--- config.mk ---
export PLATFORM = sky130hd
export DESIGN_NAME = hash_target_check_flat
export DESIGN_NICKNAME = d
export VERILOG_FILES = /design/src/rtl/miner_pkg.sv /design/src/rtl/hash_target_check_if.sv /design/src/rtl/hash_target_check_lt256.sv /design/src/rtl/hash_target_check.sv /design/src/flat_wrapper.sv
export SDC_FILE = /design/constraint.sdc
export NUM_CORES = 2
export LEC_CHECK = 0
export BUFFER_PORTS_ARGS = -buffer_cell sky130_fd_sc_hd__buf_2
export CAP_MARGIN = 40
export CORE_MARGIN = 8
export CORE_UTILIZATION = 45
export CTS_CLUSTER_SIZE = 40
export DETAILED_ROUTE_END_ITERATION = 6
export PLACE_DENSITY = 0.62
export RECOVER_POWER = 50
export SYNTH_ARGS = -nofsm -noshare
export SYNTH_HDL_FRONTEND = slang
export SYNTH_SLANG_ARGS = --single-unit
--- constraint.sdc ---
create_clock -name Clk -period 3.9 [get_ports Clk]
set_input_delay 0.78 -clock Clk [delete_from_list [all_inputs] [get_ports Clk]]
set_output_delay 0.78 -clock Clk [all_outputs]
set_load 0.02 [all_outputs]
--- src/rtl/miner_pkg.sv ---
// Shared types and helpers for the mining result path.
//   hash_t      : 8x32-bit digest as produced by HashGen (word 0 first)
//   nonce_t     : default-width nonce
//   chk_state_e : encoding of the target checker FSM
//   to_be256    : byte-reversed digest as a plain 256-bit number
package miner_pkg;

  localparam int DEF_HASH_DELAY = 71;
  localparam int DEF_NONCE_W    = 64;
  localparam int DEF_CNT_W      = 48;

  typedef logic [7:0][31:0]         hash_t;
  typedef logic [DEF_NONCE_W-1:0]   nonce_t;

  typedef enum logic [1:0] {
    IDLE   = 2'd0,
    SEARCH = 2'd1,
    FOUND  = 2'd2
  } chk_state_e;

  // Byte 0 of the digest (word 0, bits 7:0) is the most significant byte of
  // the value, byte 31 (word 7, bits 31:24) the least significant.
  function automatic logic [255:0] to_be256(hash_t h);
    logic [255:0] flat;
    logic [255:0] be;
    flat = h;
    be   = '0;
    for (int b = 0; b < 32; b++) begin
      be[255-8*b -: 8] = flat[8*b +: 8];
    end
    return be;
  endfunction

endpackage

--- src/rtl/hash_target_check_if.sv ---
// Bus between the host/upstream logic and hash_target_check.
//   master : host side (drives commands, nonces, digests; reads results)
//   slave  : checker side
interface hash_target_check_if #(
  parameter int NONCE_W = 64,
  parameter int CNT_W   = 48
);

  logic                  Start_I;
  logic                  Abort_I;
  miner_pkg::hash_t      Target_I;
  logic                  Issue_I;
  logic [NONCE_W-1:0]    Nonce_I;
  miner_pkg::hash_t      Hash_I;
  logic                  Ack_I;
  logic                  Busy_O;
  logic                  Stop_O;
  logic                  Found_O;
  logic [NONCE_W-1:0]    NonceFound_O;
  miner_pkg::hash_t      HashFound_O;
  logic [CNT_W-1:0]      Checked_O;
  logic                  Late_O;

  modport master (
    output Start_I, Abort_I, Target_I, Issue_I, Nonce_I, Hash_I, Ack_I,
    input  Busy_O, Stop_O, Found_O, NonceFound_O, HashFound_O, Checked_O, Late_O
  );

  modport slave (
    input  Start_I, Abort_I, Target_I, Issue_I, Nonce_I, Hash_I, Ack_I,
    output Busy_O, Stop_O, Found_O, NonceFound_O, HashFound_O, Checked_O, Late_O
  );

endinterface

--- src/rtl/hash_target_check_lt256.sv ---
// Two-stage pipelined unsigned 256-bit a < b with a payload carried alongside.
//   Clk, Rst_n     : clock, async active-low reset
//   vld, a, b, pld : operands and payload, accepted every cycle
//   res_vld        : vld delayed by two cycles
//   res_lt         : a < b for that entry
//   res_pld        : pld delayed by two cycles
module hash_lt256 #(
  parameter int PAYLOAD_W = 8
) (
  input  logic                 Clk,
  input  logic                 Rst_n,
  input  logic                 vld,
  input  logic [255:0]         a,
  input  logic [255:0]         b,
  input  logic [PAYLOAD_W-1:0] pld,
  output logic                 res_vld,
  output logic                 res_lt,
  output logic [PAYLOAD_W-1:0] res_pld
);

  logic                 vld1_q;
  logic [3:0]           lt1_q;
  // Lane 0 equality never decides the outcome, so it is not kept.
  logic [3:1]           eq1_q;
  logic [PAYLOAD_W-1:0] pld1_q;
  logic                 lt_comb;

  // Stage 1: independent 64-bit lane compares; lane 3 is most significant.
  always_ff @(posedge Clk or negedge Rst_n) begin
    if (!Rst_n) begin
      vld1_q <= 1'b0;
      lt1_q  <= '0;
      eq1_q  <= '0;
      pld1_q <= '0;
    end else begin
      vld1_q <= vld;
      pld1_q <= pld;
      for (int i = 0; i < 4; i++) begin
        lt1_q[i] <= a[64*i +: 64] < b[64*i +: 64];
      end
      for (int i = 1; i < 4; i++) begin
        eq1_q[i] <= a[64*i +: 64] == b[64*i +: 64];
      end
    end
  end

  // A lower lane only matters when every more significant lane is equal.
  always_comb begin
    lt_comb = lt1_q[3]
            | (eq1_q[3] & lt1_q[2])
            | (eq1_q[3] & eq1_q[2] & lt1_q[1])
            | (eq1_q[3] & eq1_q[2] & eq1_q[1] & lt1_q[0]);
  end

  always_ff @(posedge Clk or negedge Rst_n) begin
    if (!Rst_n) begin
      res_vld <= 1'b0;
      res_lt  <= 1'b0;
      res_pld <= '0;
    end else begin
      res_vld <= vld1_q;
      res_lt  <= lt_comb;
      res_pld <= pld1_q;
    end
  end

endmodule

--- src/rtl/hash_target_check.sv ---
// Pairs each HashGen digest with the nonce issued ALIGN_LAT cycles earlier,
// compares it against a latched difficulty target and holds the first winner
// until the host acknowledges it.
//   Clk, Rst_n : clock, async active-low reset
//   bus        : slave side of hash_target_check_if
//                (commands, nonce/digest stream in; status and result out)
module hash_target_check
  import miner_pkg::*;
#(
  parameter int HASH_DELAY = DEF_HASH_DELAY,
  parameter int NONCE_W    = DEF_NONCE_W,
  parameter int CNT_W      = DEF_CNT_W
) (
  input  logic                 Clk,
  input  logic                 Rst_n,
  hash_target_check_if.slave   bus
);

  localparam int ALIGN_LAT = HASH_DELAY + 1;
  localparam int PLD_W     = NONCE_W + 256;

  localparam logic [1:0] ST_IDLE   = IDLE;
  localparam logic [1:0] ST_SEARCH = SEARCH;
  localparam logic [1:0] ST_FOUND  = FOUND;

  logic [ALIGN_LAT-1:0][NONCE_W:0] line_q;
  logic                 tv;
  logic [NONCE_W-1:0]   tn;

  hash_t                target_q;
  logic [1:0]           state_q, state_d;
  logic                 stop_q, found_q, late_q;
  logic [NONCE_W-1:0]   nonce_q;
  hash_t                hash_q;
  logic [CNT_W-1:0]     checked_q;

  logic                 res_vld, res_lt, hit;
  logic [PLD_W-1:0]     res_pld;
  logic                 start_ok, capture, set_late, clear_found;

  // Nonce alignment line; index 0 is the newest entry. It is deliberately
  // never flushed by commands so the nonce/digest pairing cannot slip.
  always_ff @(posedge Clk or negedge Rst_n) begin
    if (!Rst_n) begin
      line_q <= '0;
    end else begin
      line_q <= {line_q[ALIGN_LAT-2:0], {bus.Issue_I, bus.Nonce_I}};
    end
  end

  assign tv = line_q[ALIGN_LAT-1][NONCE_W];
  assign tn = line_q[ALIGN_LAT-1][NONCE_W-1:0];

  hash_lt256 #(.PAYLOAD_W(PLD_W)) u_lt (
    .Clk     (Clk),
    .Rst_n   (Rst_n),
    .vld     (tv),
    .a       (to_be256(bus.Hash_I)),
    .b       (to_be256(target_q)),
    .pld     ({tn, bus.Hash_I}),
    .res_vld (res_vld),
    .res_lt  (res_lt),
    .res_pld (res_pld)
  );

  assign hit = res_vld & res_lt;

  // Next state and one-cycle action strobes. Abort beats Start, and Start
  // beats a hit because that hit was judged against the old target.
  always_comb begin
    state_d     = state_q;
    start_ok    = 1'b0;
    capture     = 1'b0;
    set_late    = 1'b0;
    clear_found = 1'b0;
    case (state_q)
      ST_IDLE: begin
        if (!bus.Abort_I && bus.Start_I) begin
          start_ok = 1'b1;
          state_d  = ST_SEARCH;
        end
      end
      ST_SEARCH: begin
        if (bus.Abort_I) begin
          state_d = ST_IDLE;
        end else if (bus.Start_I) begin
          start_ok = 1'b1;
        end else if (hit) begin
          capture = 1'b1;
          state_d = ST_FOUND;
        end
      end
      ST_FOUND: begin
        set_late = hit;
        if (bus.Ack_I || bus.Abort_I) begin
          clear_found = 1'b1;
          state_d     = ST_IDLE;
        end
      end
      default: state_d = ST_IDLE;
    endcase
  end

  // Control state and status. Stop follows the next state so it is already
  // high on the same edge a result is captured.
  always_ff @(posedge Clk or negedge Rst_n) begin
    if (!Rst_n) begin
      state_q <= ST_IDLE;
      stop_q  <= 1'b0;
      found_q <= 1'b0;
      late_q  <= 1'b0;
    end else begin
      state_q <= state_d;
      stop_q  <= (state_d != ST_SEARCH);
      if (start_ok || clear_found) begin
        found_q <= 1'b0;
      end else if (capture) begin
        found_q <= 1'b1;
      end
      if (start_ok) begin
        late_q <= 1'b0;
      end else if (set_late) begin
        late_q <= 1'b1;
      end
    end
  end

  // Target, captured result and saturating checked-digest counter.
  always_ff @(posedge Clk or negedge Rst_n) begin
    if (!Rst_n) begin
      target_q  <= '0;
      nonce_q   <= '0;
      hash_q    <= '0;
      checked_q <= '0;
    end else begin
      if (start_ok) begin
        target_q <= bus.Target_I;
      end
      if (capture) begin
        nonce_q <= res_pld[PLD_W-1:256];
        hash_q  <= hash_t'(res_pld[255:0]);
      end
      if (start_ok) begin
        checked_q <= '0;
      end else if (state_q == ST_SEARCH && res_vld && checked_q != '1) begin
        checked_q <= checked_q + CNT_W'(1);
      end
    end
  end

  assign bus.Busy_O       = (state_q == ST_SEARCH);
  assign bus.Stop_O       = stop_q;
  assign bus.Found_O      = found_q;
  assign bus.NonceFound_O = nonce_q;
  assign bus.HashFound_O  = hash_q;
  assign bus.Checked_O    = checked_q;
  assign bus.Late_O       = late_q;

endmodule

--- src/flat_wrapper.sv ---
// flat-port wrapper written by rule: the top's interface ports become plain ports
module hash_target_check_flat import miner_pkg::*;
#(
  parameter int HASH_DELAY = DEF_HASH_DELAY,
  parameter int NONCE_W    = DEF_NONCE_W,
  parameter int CNT_W      = DEF_CNT_W
)
  (Clk, Rst_n, bus_Start_I, bus_Abort_I, bus_Target_I, bus_Issue_I, bus_Nonce_I, bus_Hash_I, bus_Ack_I, bus_Busy_O, bus_Stop_O, bus_Found_O, bus_NonceFound_O, bus_HashFound_O, bus_Checked_O, bus_Late_O);
  hash_target_check_if #(.NONCE_W(NONCE_W), .CNT_W(CNT_W)) bus_i ();
  input  logic Clk;
  input  logic Rst_n;
  input wire logic [$bits(bus_i.Start_I)-1:0] bus_Start_I;
  input wire logic [$bits(bus_i.Abort_I)-1:0] bus_Abort_I;
  input wire logic [$bits(bus_i.Target_I)-1:0] bus_Target_I;
  input wire logic [$bits(bus_i.Issue_I)-1:0] bus_Issue_I;
  input wire logic [$bits(bus_i.Nonce_I)-1:0] bus_Nonce_I;
  input wire logic [$bits(bus_i.Hash_I)-1:0] bus_Hash_I;
  input wire logic [$bits(bus_i.Ack_I)-1:0] bus_Ack_I;
  output wire logic [$bits(bus_i.Busy_O)-1:0] bus_Busy_O;
  output wire logic [$bits(bus_i.Stop_O)-1:0] bus_Stop_O;
  output wire logic [$bits(bus_i.Found_O)-1:0] bus_Found_O;
  output wire logic [$bits(bus_i.NonceFound_O)-1:0] bus_NonceFound_O;
  output wire logic [$bits(bus_i.HashFound_O)-1:0] bus_HashFound_O;
  output wire logic [$bits(bus_i.Checked_O)-1:0] bus_Checked_O;
  output wire logic [$bits(bus_i.Late_O)-1:0] bus_Late_O;
  assign bus_i.Start_I = bus_Start_I;
  assign bus_i.Abort_I = bus_Abort_I;
  assign bus_i.Target_I = bus_Target_I;
  assign bus_i.Issue_I = bus_Issue_I;
  assign bus_i.Nonce_I = bus_Nonce_I;
  assign bus_i.Hash_I = bus_Hash_I;
  assign bus_i.Ack_I = bus_Ack_I;
  assign bus_Busy_O = bus_i.Busy_O;
  assign bus_Stop_O = bus_i.Stop_O;
  assign bus_Found_O = bus_i.Found_O;
  assign bus_NonceFound_O = bus_i.NonceFound_O;
  assign bus_HashFound_O = bus_i.HashFound_O;
  assign bus_Checked_O = bus_i.Checked_O;
  assign bus_Late_O = bus_i.Late_O;
  hash_target_check #(.HASH_DELAY(HASH_DELAY), .NONCE_W(NONCE_W), .CNT_W(CNT_W)) u_core (.Clk(Clk), .Rst_n(Rst_n), .bus(bus_i));
endmodule
==> results.py <==
metrics = {
    "detailed_routing": {
        "dr.pass1.iters": 5,
        "ant_nets": 0,
        "vias": 70902,
        "via_per_inst": 4.58,
        "drcViolationCount": 0,
        "drt-initial-drc-count": 4288,
        "wl_per_cell_um": 23.6,
        "finalWirelength_um": 366000,
    },
    "finish": {
        "drive_gt1_frac": 0.196,
        "ff_latch_area_um2": 149000,
        "area_growth_pct": 22.3,
        "multi_input_area_um2": 12800,
        "nets": 11028,
        "nFillCells": 27475,
    },
    "floorplan": {
        "fp.dieW_um": 618,
        "io_pins": 954,
        "die_h_um": 618,
        "start_util": 0.451,
        "dieArea_um2": 382000,
        "num_rows": 221,
        "core_um2": 362000,
    },
    "placed_design": {
        "globalplace.congestion": 0.926,
        "portBuffers": 953,
        "dp_hpwl_um": 240000,
        "dp_slack_ns": 0.159,
    },
    "setup_path": {
        "crit_buf_inv": 4,
        "crit_arrival_ns": 4.42,
        "r2r_end": "u_core.target_q[111]$_DFFE_PN0P_",
        "worst_path_largest_cell_delay_ns": 1.75,
        "startpoint_type": "input pin",
        "r2r_cells": 5,
        "path_class": "input pin to asynchronous set/reset pin",
        "cp.required_ns": 5.01,
        "end_kind": "asynchronous set/reset pin",
        "cp_top_family": "buffers and inverters",
        "worstPathCellList": "dlygate4sd3_1 -> buf_12 -> clkbuf_1 -> buf_4",
        "path_max_fanout": 59,
        "timing.rr.start": "u_core.state_q[1]$_DFF_PN0_",
        "r2r_setup_slack_ns": 0.74,
        "crit_slowest_cell": "clkbuf_1",
    },
    "clock_tree": {
        "cts_tree": "done",
        "cts_buffers": 581,
        "cts_buffer_depth": 4,
        "path_clk_slew_ns": 0.06,
        "htreeDepth": 6,
        "cts-root-buf": "clkbuf_16",
        "insertion_delay_ns": 1.01,
        "cts_sinks": 5959,
    },
    "timing": {
        "finalSetupViolCount": 0,
        "slew_headroom": -0.593,
        "clock.fmax_mhz": 302,
        "tns_ns": 0,
        "period_share": 0.849,
        "tightest_slew_ns": 2.39,
        "rsz0062_at_grt": "no",
        "fin_skew_ns": 0.0722,
        "setup_ws_ns": 0.590,
        "final_period_minus_worst_setup_slack_ns": 3.31,
        "slew_violations": 473,
        "final-hold-violation-count": 0,
    },
    "synth": {
        "synth_top_family_by_area": "multiplexers",
        "synth-compound-area-share": 0.0176,
        "synthTopCellsByArea": "dfrtp_1, mux2_2, ha_1",
        "netlist_instances": 8069,
        "synth_area_um2": 163000,
        "synth_top_area_cell": "dfrtp_1",
        "synthXorXnorAreaFrac": 0.00113,
        "synthArstFlopShare": 1.00,
        "synthMuxAreaShare": 0.0222,
        "netlist.area_leader.share": 0.913,
        "yosysSeqAreaShare": 0.913,
        "synth_warnings": 0,
        "synthAdderAreaFrac": 0.0196,
        "synth-simple-area-share": 0.0178,
        "synth_edf_count": 0,
        "ys_top_cells_by_count": "dfrtp_1, nand2_1, mux2_2",
        "synth_nets": 8907,
        "synth_seq_cells": 5959,
        "yosys.cell_count.top_type": "dfrtp_1",
        "syn_avg_cell_area_um2": 20.2,
        "synth.distinct_cells": 57,
        "synth_top_flop_cell": "dfrtp_1",
    },
    "pwr": {
        "p_switching_mw": 26.7,
        "power.leakage_nw": 97.2,
        "p_clk_frac": 0.445,
        "powerDensity_nw_per_um2": 622,
        "intPower_mw": 97.7,
        "power_frac_comb": 0.033,
        "swShare": 0.214,
        "seq_power_share": 0.522,
        "power_mw": 124,
        "peakVddDrop_mv": 0.462,
    },
    "hold_path": {
        "hp-start": "bus_Target_I[17]",
        "min_path_type": "input pin to flip-flop",
        "holdPathStages": 3,
        "min_to": "u_core.target_q[17]$_DFFE_PN0P_",
    },
    "status": {
        "status": "finished with violations",
        "violations": "capacitance limit, slew limit",
    },
    "grt": {
        "grt_usage": 0.195,
        "grt_pass1_vias": 80511,
        "grt_max_degree": 205,
        "antenna_found_initial": 120,
        "grt_pass1_wl_um": 547000,
        "grt_overflow": 0,
    },
    "job": {
        "drv_cap": 11,
    },
}
[worst reg2reg max path, delay by kind of cell (launching register included)]
family / cells / cell delay, ns
AOI/OAI and AO/OA: 1 / 0.13
and+or+nand+nor: 3 / 1.93
DFF: 1 / 0.44
buffers and inverters: 1 / 0.56
[layout make-up]
type	instances	share of cell area
Antenna cell	50	0.000626
Clock buffer	849	0.0850
Clock inverter	188	0.0110
Inverter	267	0.00502
Multi-Input combinational cell	1742	0.0640
Sequential cell	5959	0.746
Tap cell	4794	0.0300
Timing Repair Buffer	1639	0.0579
[layer usage]
| metal | GRT usage | wire, µm | vias up |
|---|---|---|---|
| met5 | 0 | 127 | - |
| met4 | 0.0736 | 17300 | 20 |
| met3 | 0.0359 | 16600 | 737 |
| met2 | 0.334 | 185000 | 1751 |
| met1 | 0.250 | 147000 | 37989 |
| li1 | - | - | 30405 |
[how the worst max path moves through the flow]
stage / from / to / slack (ns) / depth (start not counted)
2_1_floorplan: bus_Hash_I[69] / u_core.u_lt.lt1_q[2]$_DFF_PN0_ / 1.13 / 6
4_1_cts: bus_Hash_I[71] / u_core.u_lt.lt1_q[2]$_DFF_PN0_ / 0.70 / 9
3_3_place_gp: bus_Hash_I[71] / u_core.u_lt.lt1_q[2]$_DFF_PN0_ / 0.08 / 8
6_report: Rst_n / u_core.line_q[4329]$_DFF_PN0_ / 0.59 / 4
3_5_place_dp: bus_Hash_I[71] / u_core.u_lt.lt1_q[2]$_DFF_PN0_ / 0.16 / 8
5_1_grt: Rst_n / u_core.bus.HashFound_O[126]$_DFFE_PN0P_ / 0.38 / 3
[sequential cells by signal, indices dropped and copies added (netlist names), 4 cells and up]
name                     count
u_core.line_q             4680
u_core.u_lt.pld1_q         320
u_core.u_lt.res_pld        320
u_core.bus.HashFound_O     256
u_core.target_q            256
u_core.bus.NonceFound_O     64
u_core.bus.Checked_O        48
u_core.u_lt.lt1_q            4
[power by group through the flow]
stage	clock network, mW	registers (mW)	logic (mW)
after floorplan	0	65.7	1.13
after detailed placement	0	65.9	3.78
after CTS	57.3	64.9	4.35
after global routing	59.7	65.0	4.74
final	55.3	64.9	4.15
after global placement	0	65.8	3.67
[cells in the final DEF, fill, tap and decap left out, types with 15 or more instances in the layout]
cell	netlist	routed
mux2_2	320	320
o21ai_0	298	298
inv_1	267	267
diode_2	0	50
a21oi_1	122	122
clkbuf_8	0	136
xnor2_1	15	15
buf_12	0	63
ha_1	256	256
nand3_1	47	47
dfrtp_1	5959	5959
clkbuf_1	91	415
nand2_1	358	357
clkinvlp_4	0	15
inv_6	0	24
a21o_1	16	16
clkinv_8	0	18
clkbuf_16	0	585
nand4_1	62	62
buf_2	2	691
nor2_1	55	55
dlygate4sd3_1	0	507
bufinv_16	0	27
buf_4	1	81
clkinv_2	0	89
[per-stage QoR]
stage | hold WS, ns | area, µm² | cells | utilization
floorplan | 0.331 | 163000 | 8069 | -
global placement | 0.331 | 176000 | 13892 | 0.486
detailed placement | 0.335 | 176000 | 13894 | 0.487
CTS | 0.0000400 | 200000 | 15438 | 0.554
global route | 0.0413 | 200000 | 15455 | 0.552
finish | 0.0989 | 200000 | 15488 | 0.552
[cell families after synthesis]
group	Yosys count
flip-flops	5959
AND/OR/NAND/NOR	629
AO/OA/AOI/OAI	514
buffers and inverters	368
multiplexers	322
adder cells (fa/ha/maj)	256
XOR/XNOR	21
[timing repair]
action,in CTS,in global routing
buffers inserted,0,0
resized for setup,0,0
hold endpoints to repair,525,0
hold buffers,507,0
Power figures use the tool's default switching activity.
